### config.mk
export PLATFORM = sky130hd
export DESIGN_NAME = rda_sum_collector
export DESIGN_NICKNAME = d
export VERILOG_FILES = /design/src/rtl/rda_sum_collector.sv
export SDC_FILE = /design/constraint.sdc
export NUM_CORES = 1
export LEC_CHECK = 0
export ABC_CLOCK_PERIOD_IN_PS = 5100
export CORE_ASPECT_RATIO = 1.75
export CORE_MARGIN = 3
export CORE_UTILIZATION = 45
export CTS_BUF_LIST = sky130_fd_sc_hd__clkbuf_2
export DETAILED_ROUTE_END_ITERATION = 8
export PLACE_DENSITY_LB_ADDON = 0.12
export SETUP_SLACK_MARGIN = 0.5
export SLEW_MARGIN = 25
export SYNTH_ARGS = -nofsm -noshare
export SYNTH_HDL_FRONTEND = slang
export SYNTH_SLANG_ARGS = --single-unit
### constraint.sdc
create_clock -name clk -period 5.1 [get_ports clk]
set_input_delay 0.51 -clock clk [delete_from_list [all_inputs] [get_ports clk]]
set_output_delay 0.51 -clock clk [all_outputs]
set_load 0.05 [all_outputs]
### src/rtl/rda_sum_collector.sv
// Result collector behind the non-stallable pipelined RDA adder: tracks live
// operations through the adder latency, buffers sums with overflow/carry, and grants credits.
module rda_sum_collector #(
    parameter int unsigned WIDTH   = 32,
    parameter int unsigned LATENCY = 5,
    parameter int unsigned DEPTH   = 4
) (
    input  logic             clk,
    input  logic             rst,
    input  logic             issue_valid,
    output logic             issue_ready,
    input  logic             issue_sign_a,
    input  logic             issue_sign_b,
    input  logic [WIDTH-1:0] sum_in,
    input  logic [7:0]       xout_in,
    output logic             out_valid,
    input  logic             out_ready,
    output logic [WIDTH-1:0] out_sum,
    output logic             out_ovf,
    output logic             out_cout,
    output logic             err
);

    localparam int unsigned PTR_W  = (DEPTH > 1) ? $clog2(DEPTH) : 1;
    localparam int unsigned CNT_W  = $clog2(DEPTH + 1);
    localparam int unsigned INF_W  = $clog2(LATENCY + 1);
    localparam int unsigned CRD_W  = $clog2(LATENCY + DEPTH + 1);
    localparam logic [7:0]  XOUT_G = 8'h67;

    typedef struct packed {
        logic [WIDTH-1:0] sum;
        logic             ovf;
        logic             cout;
    } result_t;

    logic [LATENCY-1:0] tag_vld_q, tag_vld_d;
    logic [LATENCY-1:0] tag_sa_q,  tag_sa_d;
    logic [LATENCY-1:0] tag_sb_q,  tag_sb_d;
    logic [PTR_W-1:0]   wr_ptr_q,  wr_ptr_d;
    logic [PTR_W-1:0]   rd_ptr_q,  rd_ptr_d;
    logic [CNT_W-1:0]   occ_q,     occ_d;
    logic               err_q,     err_d;
    result_t            mem_q [DEPTH];

    logic [INF_W-1:0]   inflight;
    logic               accept;
    logic               capture;
    logic               pop;
    logic               full;
    logic               wr_en;
    result_t            wr_data;
    result_t            head;

    // Credits count both buffered results and operations still inside the adder.
    always_comb begin
        inflight = '0;
        for (int unsigned i = 0; i < LATENCY; i++) begin
            inflight = inflight + INF_W'(tag_vld_q[i]);
        end
    end

    assign issue_ready = (CRD_W'(inflight) + CRD_W'(occ_q)) < CRD_W'(DEPTH);
    assign accept      = issue_valid && issue_ready;

    assign capture = tag_vld_q[LATENCY-1];
    assign full    = (occ_q == CNT_W'(DEPTH));
    assign pop     = out_valid && out_ready;
    assign wr_en   = capture && (!full || pop);

    assign wr_data.sum  = sum_in;
    assign wr_data.ovf  = (tag_sa_q[LATENCY-1] == tag_sb_q[LATENCY-1]) &&
                          (sum_in[WIDTH-1] != tag_sa_q[LATENCY-1]);
    assign wr_data.cout = (xout_in == XOUT_G);

    // Tag shift register mirrors the adder pipeline, one stage per cycle.
    always_comb begin
        tag_vld_d    = '0;
        tag_sa_d     = '0;
        tag_sb_d     = '0;
        tag_vld_d[0] = accept;
        tag_sa_d[0]  = issue_sign_a;
        tag_sb_d[0]  = issue_sign_b;
        for (int unsigned i = 1; i < LATENCY; i++) begin
            tag_vld_d[i] = tag_vld_q[i-1];
            tag_sa_d[i]  = tag_sa_q[i-1];
            tag_sb_d[i]  = tag_sb_q[i-1];
        end
    end

    always_comb begin
        wr_ptr_d = wr_ptr_q;
        rd_ptr_d = rd_ptr_q;
        occ_d    = occ_q;
        err_d    = err_q;
        if (wr_en) begin
            wr_ptr_d = (wr_ptr_q == PTR_W'(DEPTH - 1)) ? '0 : wr_ptr_q + PTR_W'(1);
        end
        if (pop) begin
            rd_ptr_d = (rd_ptr_q == PTR_W'(DEPTH - 1)) ? '0 : rd_ptr_q + PTR_W'(1);
        end
        case ({wr_en, pop})
            2'b10:   occ_d = occ_q + CNT_W'(1);
            2'b01:   occ_d = occ_q - CNT_W'(1);
            default: occ_d = occ_q;
        endcase
        // A capture into a full FIFO with no pop can only come from a protocol breach.
        if (capture && full && !pop) begin
            err_d = 1'b1;
        end
    end

    always_ff @(posedge clk or negedge rst) begin
        if (!rst) begin
            tag_vld_q <= '0;
            tag_sa_q  <= '0;
            tag_sb_q  <= '0;
            wr_ptr_q  <= '0;
            rd_ptr_q  <= '0;
            occ_q     <= '0;
            err_q     <= 1'b0;
        end else begin
            tag_vld_q <= tag_vld_d;
            tag_sa_q  <= tag_sa_d;
            tag_sb_q  <= tag_sb_d;
            wr_ptr_q  <= wr_ptr_d;
            rd_ptr_q  <= rd_ptr_d;
            occ_q     <= occ_d;
            err_q     <= err_d;
        end
    end

    // Storage needs no reset; occupancy masks stale entries.
    always_ff @(posedge clk) begin
        if (wr_en) begin
            mem_q[wr_ptr_q] <= wr_data;
        end
    end

    assign head      = mem_q[rd_ptr_q];
    assign out_valid = (occ_q != '0);
    assign out_sum   = out_valid ? head.sum  : '0;
    assign out_ovf   = out_valid ? head.ovf  : 1'b0;
    assign out_cout  = out_valid ? head.cout : 1'b0;
    assign err       = err_q;

endmodule

* Word-level counts from Yosys, hierarchy flattened *
Memory sizes are Yosys's and may differ from the RTL's.
Cells that the tools add are included.

storage, ports and cells
  logic and storage cells = 45
  output and inout port bits = 37
  register bits after elaboration = 23
  memories = 1
  memory bits (writable) = 136
  input port bits = 46

operators by class
  $add $sub $neg = 9
  multiplexer cells = 8
  equality and inequality tests = 8
  magnitude comparators = 1
  reduce and logical (&&, ||, !) cells = 11

memory list
  name   depth  bits a word  rd ports  clocked after Yosys merged registers in  write ports  line  text
  mem_q  4      34           1         0                                        1            43    result_t mem_q [DEPTH];

operators by type and width
  operator                                             count
  2-to-1 mux 32 bit                                    1
  == test 8 x 7 -> 1 bit (second input constant)       1
  adder 3 x 1 -> 3 bit                                 2
  == test 2 bit (second input constant)                3
  logical AND 1 bit                                    6
  case mux 3 bit (2 select lines)                      1
  adder 2 x 1 -> 2 bit (second input constant)         2
  adder 3 x 3 -> 4 bit                                 1
  < comparator 4 x 3 -> 1 bit (second input constant)  1
  2-to-1 mux 1 bit                                     4
  2-to-1 mux 2 bit                                     2
  adder 2 x 1 -> 3 bit                                 1
  adder 3 x 1 -> 3 bit (second input constant)         1
  == test 3 bit (second input constant)                1
  nonzero test 3 bit                                   1
  subtractor 3 x 1 -> 3 bit (second input constant)    1
  adder 1 x 1 -> 2 bit                                 1
  == test 2 x 1 -> 1 bit (second input constant)       1
  logical NOT 1 bit                                    2
  nonzero test 2 bit                                   1
  == test 1 bit                                        1
  logical OR 1 bit                                     1
  inequality test 1 bit                                1

* Depth between registers and ports, before layout *
  depth in word-level cells = 7
  gate-level depth with buffers = 9
  mapped depth without buffers = 9

* Worst setup path before layout *
No wires, ideal clock.

  path kind = register -> output
  start point = reg tag_vld_q[0]
  end point = out issue_ready
  cell stages (with the launch flop) = 6
  data arrival time = 3.117 ns
  data required time = 4.590 ns
  path buffers = 0
  slack = 1.473 ns
  path through = dfrtp_1 fa_1 fa_1 ha_1 and3_1 nor4_1

between the ends
  longest elaborated chain between the ends = 6

ends and longest elaborated chain
  item                                line  text
  start: declaration                  36    logic [LATENCY-1:0] tag_vld_q, tag_vld_d;
  start signal: assignment            122   tag_vld_q <= tag_vld_d;
  adder 1 x 1 -> 2 bit                58    inflight = inflight + INF_W'(tag_vld_q[i]);
  adder 2 x 1 -> 3 bit                58
  adder 3 x 1 -> 3 bit (2 in series)  58
  adder 3 x 3 -> 4 bit                62    assign issue_ready = (CRD_W'(inflight) + CRD_W'(occ_q)) < CRD_W'(DEPTH);
  < comparator 4 x 3 -> 1 bit         62
  end: declaration                    11    output logic issue_ready,

Every way passes these cells.

* Final worst setup path *
Ends and elaborated chain as after synthesis.

==> summary.md <==
| Metric | Value |
|---|---|
| Setup WS pre-CTS | `between 1.5 and 2 ns` |
| CP top delay family | `adder cells` |
| Buffers & Inverters on Critical Path | `1` |
| Top FF cell, synth | `edfxtp_1` |
| Initial DRC count | `slightly below 80` |
| RSZ-0062 raised after global routing | `false` |
| Count of final setup violators | `0` |
| Crit-path max cell delay | `roughly 0.86 ns` |
| Fmax achieved | `254 MHz` |
| IO Port Bufs | `slightly above 80` |
| Pleak | `2.51 nW` |
| Post-cts sizing count | `0` |
| Area leader, netlist | `edfxtp_1` |
| Critical Path Start Type | `register` |
| CTS tree | `done` |
| Syn_nets | `approximately 350` |
| NumNets Final | `about 440` |
| Synth top area share | `between 60% and 70%` |
| FF-to-FF End | `occ_q[2]` |
| Die Wd | `94.5 um` |
| Period minus WS final | `3.93 ns` |
| Avg Synthesized Cell Area | `approximately 21 sq um` |
| Worst-Skew Late Latency | `between 0.6 and 0.7 ns` |
| Post-route cell area | `approximately 7400 sq um` |
| Clock Path Buffers | `2` |
| Post-synthesis cell count | `287` |
| Crit Path Class | `register to output pin` |
| CTS buffer count | `17` |
| Critical path origin | `tag_vld_q[0]` |
| Clock Root Buffer | `clkbuf_2` |
| Final Cycle Share | `a little under 80%` |
| Arr. time, crit path | `3.42 ns` |
| # IOs | `83` |
| Global placer's final weighted congestion | `roughly 0.69` |
| Postcts setup bufs | `0` |
| Post-DP Area | `7120 sq um` |
| R2r startpoint | `occ_q[0]` |
| TNS Setup | `0 ns` |
| Status | `complete, no violations` |
| Antenna violation net count after detailed routing | `0` |
| Total Routing Usage GR | `between 10% and 20%` |
| Detailed-route via count | `2909` |
| Crit path cell chain | `fa_1 -> fa_1 -> ha_1 -> and3_1 -> nor4_1 -> clkdlybuf4s50_1` |
| H-tree depth | `4` |
| R2r setup slk | `between 2 and 3 ns` |
| Setup ws final | `~1.2 ns` |
| Largest cells by area after synthesis | `edfxtp_1 66%, mux4_2 12%, dfrtp_1 9.3%` |
| Critical path data required time | `approximately 4.6 ns` |
| Largest fanout on the critical path | `2` |
| Mapped Area | `around 6200 sq um` |
| Worst slew margin | `between 30% and 40%` |
| Seq cells post-synth | `159` |
| Routed len/inst | `approximately 18 um` |
| Routed wire length | `approximately 10000 um` |
| Skew final | `roughly 0.037 ns` |
| Total power per unit cell area | `just over 600 nW/um^2` |
| TritonCTS Sinks | `between 150 and 200` |
| Final hold violations | `0` |
| Slew @ Worst Pin | `roughly 0.98 ns` |
| R2R depth | `8` |
| Max-cap violation count | `0` |
| Site row count | `56` |
| Layout Cells excl Fill | `approximately 570` |
| HP Class | `input pin to register` |
| Initial antenna violation count | `1` |
| First-pass GRT wire length | `around 17000 um` |
| Crit path capture | `issue_ready` |
| DRT Pass-1 Iters | `4` |
| Clock-pin transition on the worst setup and hold timing paths | `between 0.2 and 0.25 ns` |
| Slew Viols, Final | `0` |
| GR Overflow Total | `0` |
| WP depth | `6` |
| Crit path max-delay cell type | `clkdlybuf4s50_1` |
| Share of layout cells above drive strength 1 | `between 20% and 30%` |
| DIE AREA | `approximately 15000 sq um` |
| Critical Path End Type | `output pin` |
| Starting Density | `a little under half` |
| Cells after DPL | `between 500 and 600` |
| Post-synth EDFFs | `between 100 and 150` |
| Die height | `around 160 um` |
| Vias in the first global route | `~3.2k` |
| Async SR Flop Fraction | `14.5%` |
| Core area | `approximately 13000 sq um` |
| Post-DP HPWL | `between 6000 and 7000 um` |
| Ys Warns | `0` |
| Register area share after synthesis | `approximately 76%` |
| Area delta synth->final | `19.6%` |
| Routed vias/inst | `between 5 and 6` |
| VDD IR max | `0.295 mV` |
| Pin count of the biggest net entering global routing | `37` |
| Crit path top cell by count | `fa_1` |
| Unique masters post-synth | `29` |
| DR DRC count | `0` |
==> stage by stage <==
| stage | hold WS [ns] | total power, mW | util [%] |
|---|---|---|---|
| global placement | 0.340 | 3.89 | 53.2 |
| finish | 0.260 | 4.51 | 55.1 |
| global route | 0.146 | 4.75 | 55.1 |
| CTS | 0.187 | 4.59 | 55.0 |
| floorplan | 0.214 | 3.28 | - |
| detailed placement | 0.340 | 3.90 | 53.2 |
==> synth_stat cells, drive strengths merged, types with 2 or more instances <==
cell type and number:
and2 40, buf 9, dfrtp 23, edfxtp 136, fa 3, ha 9, inv 6, mux2 4
mux4 34, nand2 2, nor2 5, xor2 2
==> layout by cell type (no fill, tap or decap), types with 3 or more instances in the layout <==
master,count
inv_1,6
nor2_1,5
edfxtp_1,136
clkdlybuf4s50_1,81
and2_1,35
mux4_2,34
fa_1,3
dfrtp_1,21
ha_1,9
clkinv_2,3
and2_2,4
inv_6,7
clkbuf_2,18
==> report_power, final <==
part	switching, mW	internal, mW
registers	0.191	1.62
clock network	0.440	0.236
logic	1.18	0.841
total	1.81	2.70
==> area by class of cell <==
class,count,area (sq um)
fillers,1073,6010
multi-input cells,110,1380
clock buffers,18,90.1
clock inverters,14,153
diodes,1,2.50
flip-flops and latches,159,4660
inverters,6,22.5
repair buffers,85,841
well taps,174,218
==> how the worst min path moves through the flow <==
stage                 start          end  slack (ns)  cells past startpoint
2_1_floorplan           rst          err        0.21                      0
3_3_place_gp    tag_sb_q[0]  tag_sb_q[1]        0.34                      0
3_5_place_dp    tag_sb_q[0]  tag_sb_q[1]        0.34                      0
4_1_cts        issue_sign_a  tag_sa_q[0]        0.19                      1
5_1_grt        issue_sign_a  tag_sa_q[0]        0.15                      1
6_report       issue_sign_a  tag_sa_q[0]        0.26                      1
==> metal layers <==
metal / vias to the layer above / wire [um] / track usage, %
met5: - / 0 / 0
met4: 0 / 157 / 5.45
met3: 13 / 407 / 4.08
met2: 58 / 5880 / 27.1
met1: 1529 / 4000 / 17.3
li1: 1309 / - / -
==> flip-flops by register name, summed over array words and instances, names as in the netlist <==
| signal | flops |
|---|---|
| err | 1 |
| mem_q | 136 |
| occ_q | 3 |
| rd_ptr_q | 2 |
| tag_sa_q | 5 |
| tag_sb_q | 5 |
| tag_vld_q | 5 |
| wr_ptr_q | 2 |
==> cell families (layout without fill, tap and decap cells) <==
group	after synthesis	in the layout	synth area share (%)
compound gates	2	2	0.203
xor+xnor	3	3	0.426
fa+ha+maj	12	12	2.80
buf+inv	18	123	2.01
flops	159	159	75.6
mux	39	39	13.4
other cells	0	1	0
simple gates	54	54	5.50
==> timing repair <==
action / in CTS / in global routing
setup endpoints to repair: 0 / 0
hold endpoints to repair: 0 / 23
hold buffers: 0 / 1
Power figures use the tool's default switching activity.
